===== src/rtl/uart_rx_mv_pkg.sv =====
// Shared types and helpers for the UART receive path: FSM state codes,
// the 3-sample majority vote and the data parity reduction.
package uart_rx_mv_pkg;

    typedef logic [2:0] rx_state_t;

    localparam rx_state_t ST_IDLE   = 3'd0;
    localparam rx_state_t ST_START  = 3'd1;
    localparam rx_state_t ST_DATA   = 3'd2;
    localparam rx_state_t ST_PARITY = 3'd3;
    localparam rx_state_t ST_STOP   = 3'd4;

    function automatic logic majority3(input logic a, input logic b, input logic c);
        return (a & b) | (a & c) | (b & c);
    endfunction

    function automatic logic parity8(input logic [7:0] v);
        return ^v;
    endfunction

endpackage


===== src/rtl/uart_rx_mv_sync.sv =====
// rx synchroniser chain plus one extra history flop used to spot the
// falling edge of the synchronised line.
module uart_rx_mv_sync #(
    parameter int SYNC_STAGES = 2
) (
    input  logic clk,
    input  logic rst_n,
    input  logic rx_i,
    output logic rx_s_o,
    output logic fall_o
);

    logic [SYNC_STAGES-1:0] chain_q;
    logic                   rx_prev_q;

    // Synchroniser and edge history; idle-high line, so reset to 1.
    always_ff @(posedge clk or negedge rst_n) begin
        if (!rst_n) begin
            chain_q   <= {SYNC_STAGES{1'b1}};
            rx_prev_q <= 1'b1;
        end else begin
            chain_q   <= {chain_q[SYNC_STAGES-2:0], rx_i};
            rx_prev_q <= chain_q[SYNC_STAGES-1];
        end
    end

    assign rx_s_o = chain_q[SYNC_STAGES-1];
    assign fall_o = ~chain_q[SYNC_STAGES-1] & rx_prev_q;

endmodule


===== src/rtl/uart_rx_mv.sv =====
// UART receiver, 8N1 with optional parity: majority-voted bit-centre
// sampling, held byte with acknowledge, framing/parity/overrun flags.
module uart_rx_mv
    import uart_rx_mv_pkg::*;
#(
    parameter int DATA_BITS   = 8,
    parameter int PARITY_EN   = 0,
    parameter int PARITY_ODD  = 0,
    parameter int SYNC_STAGES = 2
) (
    input  logic                 clk,
    input  logic                 rst_n,
    input  logic                 en,
    input  logic                 rx,
    input  logic [15:0]          baud_div,
    input  logic                 rd_ack,
    output logic [DATA_BITS-1:0] data,
    output logic                 valid,
    output logic                 done,
    output logic                 frame_err,
    output logic                 parity_err,
    output logic                 overrun
);

    localparam logic [2:0] LAST_BIT = 3'(DATA_BITS - 1);

    logic rx_s, fall_s, vote_s, par_calc_s;
    logic [15:0] half_s, hm1_s, hp1_s, last_s;
    logic [7:0]  shreg_ext_s;

    rx_state_t            state_q, state_d;
    logic [15:0]          cyc_q, cyc_d;
    logic [2:0]           bit_q, bit_d;
    logic [DATA_BITS-1:0] shreg_q, shreg_d, data_q, data_d;
    logic s0_q, s0_d, s1_q, s1_d, perr_q, perr_d;
    logic valid_q, valid_d, done_q, done_d, ferr_q, ferr_d;
    logic perr_out_q, perr_out_d, ovr_q, ovr_d;

    uart_rx_mv_sync #(.SYNC_STAGES(SYNC_STAGES)) u_sync (
        .clk    (clk),
        .rst_n  (rst_n),
        .rx_i   (rx),
        .rx_s_o (rx_s),
        .fall_o (fall_s)
    );

    assign half_s      = baud_div >> 1;
    assign hm1_s       = half_s - 16'd1;
    assign hp1_s       = half_s + 16'd1;
    assign last_s      = baud_div - 16'd1;
    assign vote_s      = majority3(s0_q, s1_q, rx_s);
    assign shreg_ext_s = 8'(shreg_q);
    assign par_calc_s  = parity8(shreg_ext_s) ^ 1'(PARITY_ODD);

    // Next-state logic for the frame FSM, sampler and output holding registers.
    always_comb begin
        state_d    = state_q;
        cyc_d      = cyc_q;
        bit_d      = bit_q;
        shreg_d    = shreg_q;
        perr_d     = perr_q;
        data_d     = data_q;
        done_d     = 1'b0;
        ferr_d     = ferr_q;
        perr_out_d = perr_out_q;

        if (cyc_q == hm1_s) s0_d = rx_s; else s0_d = s0_q;
        if (cyc_q == half_s) s1_d = rx_s; else s1_d = s1_q;

        if (rd_ack) begin
            valid_d = 1'b0;
            ovr_d   = 1'b0;
        end else begin
            valid_d = valid_q;
            ovr_d   = ovr_q;
        end

        if (!en) begin
            state_d = ST_IDLE;
            cyc_d   = 16'd0;
            bit_d   = 3'd0;
        end else begin
            case (state_q)
                ST_IDLE: begin
                    if (fall_s) begin
                        state_d = ST_START;
                        cyc_d   = 16'd0;
                    end else begin
                        cyc_d = 16'd0;
                    end
                end
                ST_START: begin
                    if ((cyc_q == hp1_s) && vote_s) begin
                        state_d = ST_IDLE;
                        cyc_d   = 16'd0;
                    end else if (cyc_q == last_s) begin
                        state_d = ST_DATA;
                        cyc_d   = 16'd0;
                        bit_d   = 3'd0;
                        perr_d  = 1'b0;
                    end else begin
                        cyc_d = cyc_q + 16'd1;
                    end
                end
                ST_DATA: begin
                    if (cyc_q == hp1_s) begin
                        shreg_d = {vote_s, shreg_q[DATA_BITS-1:1]};
                    end else begin
                        shreg_d = shreg_q;
                    end
                    if (cyc_q == last_s) begin
                        cyc_d = 16'd0;
                        if (bit_q == LAST_BIT) begin
                            state_d = (PARITY_EN != 0) ? ST_PARITY : ST_STOP;
                            bit_d   = 3'd0;
                        end else begin
                            bit_d = bit_q + 3'd1;
                        end
                    end else begin
                        cyc_d = cyc_q + 16'd1;
                    end
                end
                ST_PARITY: begin
                    if (cyc_q == hp1_s) begin
                        perr_d = par_calc_s ^ vote_s;
                    end else begin
                        perr_d = perr_q;
                    end
                    if (cyc_q == last_s) begin
                        state_d = ST_STOP;
                        cyc_d   = 16'd0;
                    end else begin
                        cyc_d = cyc_q + 16'd1;
                    end
                end
                ST_STOP: begin
                    // Complete at the stop-bit centre so a back-to-back start edge is not missed.
                    if (cyc_q == hp1_s) begin
                        state_d    = ST_IDLE;
                        cyc_d      = 16'd0;
                        done_d     = 1'b1;
                        data_d     = shreg_q;
                        ferr_d     = ~vote_s;
                        perr_out_d = perr_q;
                        valid_d    = 1'b1;
                        ovr_d      = ovr_q | (valid_q & ~rd_ack);
                    end else begin
                        cyc_d = cyc_q + 16'd1;
                    end
                end
                default: begin
                    state_d = ST_IDLE;
                    cyc_d   = 16'd0;
                    bit_d   = 3'd0;
                end
            endcase
        end
    end

    // State, counters and all output registers.
    always_ff @(posedge clk or negedge rst_n) begin
        if (!rst_n) begin
            state_q    <= ST_IDLE;
            cyc_q      <= 16'd0;
            bit_q      <= 3'd0;
            shreg_q    <= '0;
            s0_q       <= 1'b1;
            s1_q       <= 1'b1;
            perr_q     <= 1'b0;
            data_q     <= '0;
            valid_q    <= 1'b0;
            done_q     <= 1'b0;
            ferr_q     <= 1'b0;
            perr_out_q <= 1'b0;
            ovr_q      <= 1'b0;
        end else begin
            state_q    <= state_d;
            cyc_q      <= cyc_d;
            bit_q      <= bit_d;
            shreg_q    <= shreg_d;
            s0_q       <= s0_d;
            s1_q       <= s1_d;
            perr_q     <= perr_d;
            data_q     <= data_d;
            valid_q    <= valid_d;
            done_q     <= done_d;
            ferr_q     <= ferr_d;
            perr_out_q <= perr_out_d;
            ovr_q      <= ovr_d;
        end
    end

    assign data       = data_q;
    assign valid      = valid_q;
    assign done       = done_q;
    assign frame_err  = ferr_q;
    assign parity_err = perr_out_q;
    assign overrun    = ovr_q;

endmodule

===== config.mk =====
export PLATFORM = sky130hd
export DESIGN_NAME = uart_rx_mv
export DESIGN_NICKNAME = d
export VERILOG_FILES = /design/src/rtl/uart_rx_mv_pkg.sv /design/src/rtl/uart_rx_mv_sync.sv /design/src/rtl/uart_rx_mv.sv
export SDC_FILE = /design/constraint.sdc
export NUM_CORES = 1
export LEC_CHECK = 0
export CORE_MARGIN = 5
export CORE_UTILIZATION = 55
export CTS_BUF_LIST = sky130_fd_sc_hd__clkbuf_4
export CTS_CLUSTER_SIZE = 16
export DETAILED_ROUTE_END_ITERATION = 12
export GPL_TIMING_DRIVEN = 0
export PLACE_DENSITY = 0.83
export REMOVE_ABC_BUFFERS = 1
export SETUP_SLACK_MARGIN = 0.02
export SLEW_MARGIN = 20
export SYNTH_ARGS = -nofsm -noshare
export SYNTH_HDL_FRONTEND = slang
export SYNTH_SLANG_ARGS = --single-unit

===== constraint.sdc =====
create_clock -name clk -period 3.5 [get_ports clk]
set_clock_uncertainty 0.05 [all_clocks]
set_input_delay 0.7 -clock clk [delete_from_list [all_inputs] [get_ports clk]]
set_output_delay 0.7 -clock clk [all_outputs]
set_load 0.05 [all_outputs]

### Word level (Yosys, flattened, before mapping)

Cells that the tools add are included.

| storage, ports and cells | value |
|---|---|
| bits in registers | 49 |
| bits in latches | 0 |
| bits in writable memories | 0 |
| bits in read-only memories | 0 |
| input port bits | 21 |
| word-level logic and storage cells | 99 |
| memories | 0 |

| operators by class | value |
|---|---|
| add/sub/neg operators | 5 |
| multipliers | 0 |
| div/mod/pow operators | 0 |
| magnitude comparators | 0 |
| equality and inequality tests | 21 |
| shifts and indexed selects | 0 |
| mux-type cells | 35 |
| bitwise logic cells | 12 |
| reduce and logical (&&, ||, !) cells | 11 |

Operator list:

| operator | count |
|---|---|
| 2-to-1 mux 16 bit | 4 |
| equality test 16 bit | 3 |
| one-hot mux 16 bit (3 select lines) | 1 |
| 2-to-1 mux 3 bit | 13 |
| inequality test 3 bit, second input constant | 7 |
| adder 15 x 1 -> 16 bit, second input constant | 1 |
| adder 16 x 1 -> 16 bit, second input constant | 1 |
| equality test 16 x 15 -> 1 bit | 1 |
| subtractor 15 x 1 -> 16 bit, second input constant | 1 |
| subtractor 16 x 1 -> 16 bit, second input constant | 1 |
| one-hot mux 3 bit (5 select lines) | 1 |
| 2-to-1 mux 1 bit | 14 |
| one-hot mux 3 bit (3 select lines) | 1 |
| inequality test 2 bit, second input constant | 4 |
| XOR reduction 8 bit | 1 |
| equality test 3 x 2 -> 1 bit, second input constant | 2 |
| equality test 3 bit, second input constant | 2 |
| AND reduction 3 bit | 2 |
| AND reduction 6 bit | 1 |
| bitwise AND 1 bit | 5 |
| AND reduction 5 bit | 1 |
| inequality test 4 bit, second input constant | 1 |
| AND reduction 4 bit | 1 |
| adder 3 x 1 -> 3 bit, second input constant | 1 |
| other kinds (10) | 14 |

### Depth between registers and ports, before layout

Gate-level depths: netlist of run 1.

| logic depth | value |
|---|---|
| depth after elaboration | 7 |
| depth in mapped cells | 13 |
| depth with buffers taken out | 10 |

### Hierarchy

From an unflattened synthesis of run 1, not the netlist that was laid out.

| unflattened totals | value |
|---|---|
| cell total of the unflattened synthesis | 444 |
| area, all modules | 3936.3 um2 |

Modules (own cells, without submodules):

| module | instances | cells each | area an instance (um2) | seq. area each (um2) |
|---|---|---|---|---|
| uart_rx_mv | 1 | 440 | 3843.7 | 1153.6 |
| uart_rx_mv_sync | 1 | 4 | 92.6 | 78.8 |

### Least setup slack after synthesis of run 1

Ideal clock, no wire load.

| path | value |
|---|---|
| kind | input-to-reg |
| from | input baud_div[1] |
| to | register shreg_q[0] (netlist: shreg_ext_s[0]) |
| library setup time | 125 ps |
| data arrival time | 3014 ps |
| path slack | 311 ps |
| stages | 9 |
| path buffers | 1 |
| cell sequence | ha_1 -> clkbuf_1 -> nor2b_1 -> or4_1 -> nand3_1 -> nand4_1 -> nor4_4 -> nor3b_4 -> mux2_2 |

| between the ends | value |
|---|---|
| longest elaborated chain between the ends | 3 |

Ends and longest elaborated chain:

| item | line | source |
|---|---|---|
| start, declared | uart_rx_mv.sv:15 | `input logic [15:0] baud_div,` |
| adder 15 x 1 -> 16 bit | uart_rx_mv.sv:49 | `assign hp1_s = half_s + 16'd1;` |
| equality test 16 bit | uart_rx_mv.sv:106 | `if (cyc_q == hp1_s) begin` |
| AND reduction 3 bit (no line) | n/a |  |
| end signal, assigned | uart_rx_mv.sv:180 | `shreg_q <= shreg_d;` |
| end, declared | uart_rx_mv.sv:34 | `logic [DATA_BITS-1:0] shreg_q, shreg_d, data_q, data_d;` |

Every way passes these cells.
A chain may end at the register's enable or synchronous reset.

### Final worst setup path of run 1

| path | value |
|---|---|
| from | input baud_div[1] |
| to | register bit_q[1] |

| between the ends | value |
|---|---|
| longest elaborated chain between the ends | 5 |

Ends and longest elaborated chain:

| item | line | source |
|---|---|---|
| adder 15 x 1 -> 16 bit | uart_rx_mv.sv:49 |  |
| equality test 16 bit | uart_rx_mv.sv:93 | `if ((cyc_q == hp1_s) && vote_s) begin` |
| logical AND 1 bit | uart_rx_mv.sv:93 |  |
| inequality test 3 bit (no line) | n/a |  |
| AND reduction 4 bit (no line) (*) | n/a |  |
| end signal, assigned | uart_rx_mv.sv:179 | `bit_q <= bit_d;` |
| end, declared | uart_rx_mv.sv:33 | `logic [2:0] bit_q, bit_d;` |

Mark *: on every way between the ends. The rest lies on a longest branch, timed or not.

==> flow_summary_export.csv, run 1 <==
group,metric,value,unit
grt,grt_pass1_wl,16.1,mm
clocking,cts_made_buffers,5,
routing,antenna_left,0,
sta,max_freq,300,MHz
routing,vias,3535,
setup_path,worstReg2RegEnd,"shreg_ext_s[7]",
power_and_ir_drop,p_switching,0.332,mW
setup_path,path_class,"in -> reg",
sta,finalCritPeriodShare,0.953,
clocking,cts_hold_buf,0,
sta,setup_slack,0.164,ns
power_and_ir_drop,ir_worst_vdd,0.152,mV
clocking,cts_buffer_depth,2,
synthesis,ys_ff_latch,49,
finish,fin_util,0.634,
routing,drtPass1Iterations,5,
synthesis,netlist_instances,460,
routing,route.detailed.wl_per_inst,17.0,microns
grt,antenna_found_initial,1,
power_and_ir_drop,p_seq_frac,0.510,
die,fp-row-count,31,
synthesis,synth_edf_count,0,
grt,grt_max_degree,28,
die,pin_count,34,
hold_path,min_path_type,"in -> async",
synthesis,avgSynthCellArea,8.97,sq um
setup_path,setup.worst_path.start_class,"input port",
die,die_area,9330,sq um
routing,via_per_inst,6.17,
finish,fill_cells,607,
power_and_ir_drop,combPwrFrac,0.191,
synthesis,synth_top_area_frac,0.267,
run_status,outcome,"complete, no violations",
finish,fin_nets,499,
sta,worstMarginPinSlew,0.737,ns
place,dp_hpwl,7.14,mm
clocking,clock_latency,0.37,ns
synthesis,synth_ff_type,"dfrtp_1",
setup_path,crit_required,3.73,ns
routing,detailedRoute.firstIterationViolations,375,
synthesis,yosysWarnings,0,
place,portBuffers,33,
die,fp.dieW,96.6,microns
setup_path,cp-end-kind,"flop",
power_and_ir_drop,p_per_area,246,nW/um^2
clocking,root_buffer,"clkbuf_4",
clocking,tritoncts,"built",
power_and_ir_drop,total_power,1.14,mW
sta,slew_violations,0,
sta,rsz0062_at_grt,"yes",
setup_path,cp_max_fo,11,
synthesis,ys_seq_area_frac,0.299,
setup_path,crit_family,"compound AO/OA/AOI/OAI gates",
routing,drc,0,
place,pre_cts_slack,-0.892,ns
setup_path,ff2ff_path_depth,8,
setup_path,reg2reg_slack,0.54,ns
setup_path,cp_cell_sequence,"dlygate4sd2_1, inv_1, ha_1, nor4b_4, nand2_1, o311ai_1, a2bb2oi_2, nand4_2, a211oi_1, a21boi_1, a22o_1",
die,die_y,96.6,microns
grt,overflow,0,
synthesis,synth_cell_type_count,72,
sta,hold_viol_final,0,
grt,first_global_vias,3353,
setup_path,arrival,3.57,ns
clocking,htreeDepth,2,
power_and_ir_drop,total_leakage_power,1.82,nW
clocking,cts_sinks,49,
finish,area_delta_synth_final,12.1,%
routing,drt_wl_total,9.73,mm
power_and_ir_drop,p_sw_frac,0.292,
synthesis,syn_area,4120,sq um
die,start_util,0.566,
grt,track_usage,0.220,
synthesis,synth_top_area_cell,"dfrtp_1",
synthesis,ys_async_sr_fraction,1.00,
finish,drive_above_1_share,0.150,
die,core_area,7290,sq um
sta,fin_crit,3.34,ns
setup_path,max_stage_delay,0.42,ns
setup_path,reg2reg_from,"cyc_q[2]",
clocking,clk_pin_slew,0.15,ns
job,cap_violations,0,
power_and_ir_drop,power_frac_clock,0.299,
place,gp_congestion,0.908,
setup_path,crit_buf_inv,2,
sta,fin_setup_tns,0,ns
sta,final-setup-viol-count,0,
setup_path,critPathSlowestCell,"o311ai_1",
sta,slew_headroom,0.506,
synthesis,synth.top_cells.by_area,"dfrtp_1 27%, xnor2_1 8.5%, xor2_1 6.6%",
power_and_ir_drop,power.internal,0.805,mW
==> state kept, by name, indices dropped and copies added, names as in the netlist <==
| signal | cells |
|---|---|
| bit_q | 3 |
| frame_err | 1 |
| overrun | 1 |
| s0_q | 1 |
| perr_q | 1 |
| cyc_q | 16 |
| u_sync.rx_prev_q | 1 |
| done | 1 |
| valid | 1 |
| s1_q | 1 |
| u_sync.chain_q | 2 |
| state_q | 3 |
| data | 8 |
| shreg_ext_s | 8 |
| parity_err | 1 |
==> stage by stage <==
stage | instances | instance area [sq um] | hold WS [ns]
floorplan | 426 | 3950 | 0.295
global placement | 558 | 4400 | 0.296
detailed placement | 559 | 4420 | 0.297
CTS | 570 | 4560 | 0.278
global route | 573 | 4620 | 0.304
finish | 573 | 4620 | 0.281
==> per-layer routing <==
metal  GRT usage  routed length [microns]
met5           0                        0
met4      0.0736                      247
met3      0.0333                      629
met2       0.355                     4620
met1       0.303                     4230
==> worst register-to-register path: stages (launching register included) <==
cell	delay (ns)
dfrtp_1	0.68
nor2b_1	0.12
or4_1	0.52
nand3_1	0.13
nand4_1	0.19
nor4_4	0.39
nor3b_4	0.28
buf_12	0.16
mux2_2	0.34
==> placed cells by master (no fill, tap or decap), types with 3 or more instances in the layout <==
| cell type | count |
|---|---|
| a21o_1 | 4 |
| xor2_1 | 30 |
| nor2b_1 | 9 |
| a22o_1 | 3 |
| and3_1 | 7 |
| nand2_1 | 31 |
| o211ai_1 | 3 |
| dfstp_2 | 5 |
| ha_1 | 5 |
| nor2_1 | 43 |
| mux2_2 | 19 |
| nor3_1 | 7 |
| or3_1 | 4 |
| nor4b_1 | 4 |
| a211oi_1 | 5 |
| dfrtp_1 | 44 |
| o21ai_0 | 10 |
| a211o_1 | 4 |
| nor4_4 | 3 |
| a21oi_1 | 8 |
| nand4_2 | 3 |
| dlygate4sd2_1 | 6 |
| nand4_1 | 17 |
| inv_1 | 6 |
| nand3_1 | 27 |
| a31oi_1 | 4 |
| nor3b_1 | 6 |
| nor4_1 | 9 |
| mux2i_1 | 5 |
| clkbuf_4 | 5 |
| xnor2_1 | 40 |
| clkdlybuf4s50_1 | 21 |
| nor4_2 | 3 |
| and2_1 | 5 |
| or2_2 | 5 |
==> power groups by stage <==
stage	Combinational [mW]	Sequential (mW)	Clock (mW)
CTS	0.209	0.580	0.350
detailed placement	0.205	0.591	0
global route	0.237	0.582	0.374
floorplan	0.112	0.588	0
finish	0.217	0.580	0.340
global placement	0.195	0.590	0
==> cell families after synthesis <==
logic type	count (synthesis)	synth area share
xor gates and xnor gates	71	0.151
AOI/OAI and AO/OA	65	0.123
adders and majority gates	6	0.0182
and+or+nand+nor	204	0.294
DFF	49	0.299
buffers and inverters	40	0.0485
muxes	25	0.0667
==> cell type report <==
cell class | count | area (sq um) | area share
Multi-Input combinational cell | 372 | 2770 | 0.598
Sequential cell | 49 | 1230 | 0.267
Timing Repair Buffer | 38 | 395 | 0.0855
Tap cell | 99 | 124 | 0.0268
Clock inverter | 3 | 43.8 | 0.00947
Clock buffer | 5 | 37.5 | 0.00812
Inverter | 6 | 22.5 | 0.00487
Antenna cell | 1 | 2.50 | 0.000541
==> worst max-delay path by stage <==
stage / from / endpoint / depth (start not counted)
global placement: baud_div[2] / shreg_ext_s[5] / 9
finish: baud_div[1] / bit_q[1] / 11
global route: baud_div[1] / cyc_q[13] / 12
detailed placement: baud_div[2] / shreg_ext_s[3] / 9
CTS: baud_div[6] / bit_q[1] / 9
floorplan: baud_div[1] / shreg_ext_s[0] / 8
==> cells in the mapped netlist (all sizes together) (6+ instances only) <==
master	n
nand2	31
mux2	20
ha	6
nor4	14
nand4	21
xor2	31
and3	7
nor2	44
dfrtp	44
nand3	28
nor3	7
nor3b	7
xnor2	40
buf	17
a21oi	8
o21ai	10
clkbuf	17
inv	6
a211oi	6
nor2b	10
==> what timing repair did <==
item | 4_1_cts | 5_1_grt
setup buffers | 3 | 1
gates resized for setup | 13 | 14
setup endpoints to repair | 44 | 41
pin swaps | 2 | 2
cloned | 0 | 1
Note: power is estimated with default switching activity, not from simulation.
==> run 2, diff against run 1 <==
--- a/config.mk
+++ b/config.mk
@@ -11,10 +11,9 @@
 export CTS_CLUSTER_SIZE = 16
 export DETAILED_ROUTE_END_ITERATION = 12
 export GPL_TIMING_DRIVEN = 0
-export PLACE_DENSITY = 0.83
+export PLACE_DENSITY_LB_ADDON = 0.08
 export REMOVE_ABC_BUFFERS = 1
 export SETUP_SLACK_MARGIN = 0.02
-export SLEW_MARGIN = 20
 export SYNTH_ARGS = -nofsm -noshare
 export SYNTH_HDL_FRONTEND = slang
 export SYNTH_SLANG_ARGS = --single-unit
==> run 2 against run 1 <==
  * Register-to-register slack about the same
  * Non-clock buffer count up 1
  * Hold slack worse by 0.057 ns
  * First-iteration DRC count down 22%
  * Sequential share of layout area up 0.37 points
  * Flip-flop and latch count unchanged
  * Maximum frequency down 0.89%
  * Critical path type unchanged
  * Largest power group unchanged
==> flow_summary_export.csv, run 2 (synthesized netlist as in run 1, its figures left out) <==
group,metric,value,unit
setup_path,crit_required,3.73,ns
setup_path,arrival,3.60,ns
finish,mostFrequentLayoutCells,"44 x dfrtp_1, 43 x nor2_1, 40 x xnor2_1",
finish,largest_register_ffs,16,
finish,largest-register,"cyc_q",
job,cap_violations,0,
routing,drc,0,
power_and_ir_drop,ir_worst_vdd,0.170,mV
place,postPlaceCellArea,4420,sq um
grt,track_usage,0.227,
finish,fin_util,0.625,
finish,area_delta_synth_final,10.6,%
clocking,cts_buffer_depth,2,
setup_path,cp_max_fo,8,
setup_path,critPathSlowestCell,"clkdlybuf4s50_1",
sta,max_freq,297,MHz
grt,antenna_found_initial,0,
setup_path,startpoint,"baud_div[11]",
place,pre_cts_slack,-0.952,ns
finish,drive_above_1_share,0.152,
sta,fin_crit,3.37,ns
grt,grt_pass1_wl,16.4,mm
die,die_y,96.6,microns
routing,detailedRoute.firstIterationViolations,293,
finish,fin_nets,499,
clocking,cts_made_buffers,5,
place,dp_hpwl,7.40,mm
finish,final_common_cell,"dfrtp_1",
power_and_ir_drop,total_power,1.07,mW
routing,route.detailed.wl_per_inst,17.3,microns
finish,regArea,1230,sq um
die,pin_count,34,
setup_path,max_stage_delay,0.67,ns
sta,hold_viol_final,0,
die,core_area,7290,sq um
routing,vias,3541,
setup_path,path_class,"in -> reg",
finish,fill_cells,671,
power_and_ir_drop,total_leakage_power,1.79,nW
clocking,htreeDepth,2,
finish,finalInstanceArea,4560,sq um
finish,multi_input_area,2740,sq um
sta,finalHoldWorstSlack,0.224,ns
clocking,root_buffer,"clkbuf_4",
run_status,outcome,"complete, no violations",
place,gp_congestion,0.888,
finish,antenna_cells,0,
place,portBuffers,33,
sta,final-setup-viol-count,0,
routing,via_per_inst,6.19,
sta,rsz0062_at_grt,"no",
setup_path,cp_cell_sequence,"clkdlybuf4s50_1, nand2_1, or2_2, o31ai_4, nand4_2, nor4_4, nor3b_4, buf_12, mux2_2",
setup_path,reg2reg_from,"cyc_q[2]",
setup_path,ff2ff_path_depth,8,
hold_path,min_path_type,"in -> async",
clocking,cts_sinks,49,
clocking,tritoncts,"built",
routing,antenna_left,0,
sta,setup_slack,0.133,ns
die,fp-row-count,31,
setup_path,cp-end-kind,"flop",
sta,worstMarginPinSlew,0.721,ns
die,die_area,9330,sq um
power_and_ir_drop,p_per_area,234,nW/um^2
sta,slew_violations,0,
sta,fin_setup_tns,0,ns
grt,overflow,0,
sta,slew_headroom,0.516,
setup_path,setup.worst_path.start_class,"input port",
routing,drtPass1Iterations,5,
clocking,clock_latency,0.37,ns
routing,drt_wl_total,9.88,mm
die,start_util,0.566,
place,dpl.cell_count,559,
die,fp.dieW,96.6,microns
finish,finalNonFillerCells,572,
clocking,clk_pin_slew,0.15,ns
grt,grt_max_degree,31,
grt,first_global_vias,3298,
sta,finalCritPeriodShare,0.962,
[run 2: critical path: cells and delay by family]
family                 cells  cell delay (ns)
AO/OA/AOI/OAI              1             0.24
buffers and inverters      2             0.83
multiplexers               1             0.33
AND/OR/NAND/NOR            5             1.49
[run 2: final timing paths]
kind                                endpoint  slack [ns]
min in group clk           u_sync.chain_q[1]        0.34
max                           shreg_ext_s[7]        0.13
min                                     done        0.22
max reg2reg                   shreg_ext_s[7]        0.53
min reg2reg                u_sync.chain_q[1]        0.34
max in group asynchronous               s1_q        2.55
[run 2: repair_timing]
action | 4_1_cts | 5_1_grt
pin swaps | 2 | 1
endpoints found under the setup margin | 43 | 39
hold buffers | 0 | 0
resized for setup | 13 | 14
buffers inserted | 5 | 0
hold endpoints to repair | 0 | 0
[run 2: area by class of cell]
cell class / instances / share of cell area
well taps: 99 / 0.0272
clock inverters: 3 / 0.00466
inverters: 6 / 0.00494
clock buffers: 5 / 0.00823
multi-input cells: 371 / 0.601
repair buffers: 39 / 0.0842
flip-flops and latches: 49 / 0.270
[run 2: routing by layer]
metal	vias up	part of all wire	routed length (microns)	GRT usage
li1	1692	-	-	-
met1	1718	0.46	4580	0.334
met2	123	0.46	4570	0.352
met3	8	0.064	631	0.0318
met4	0	0.0098	97	0.0561
met5	-	0	0	0
[run 2: power breakdown]
part / switching (mW) / leakage [nW] / internal [mW]
Clock: 0.193 / 0.0316 / 0.0799
Sequential: 0.00800 / 0.666 / 0.572
Combinational: 0.133 / 1.09 / 0.0796
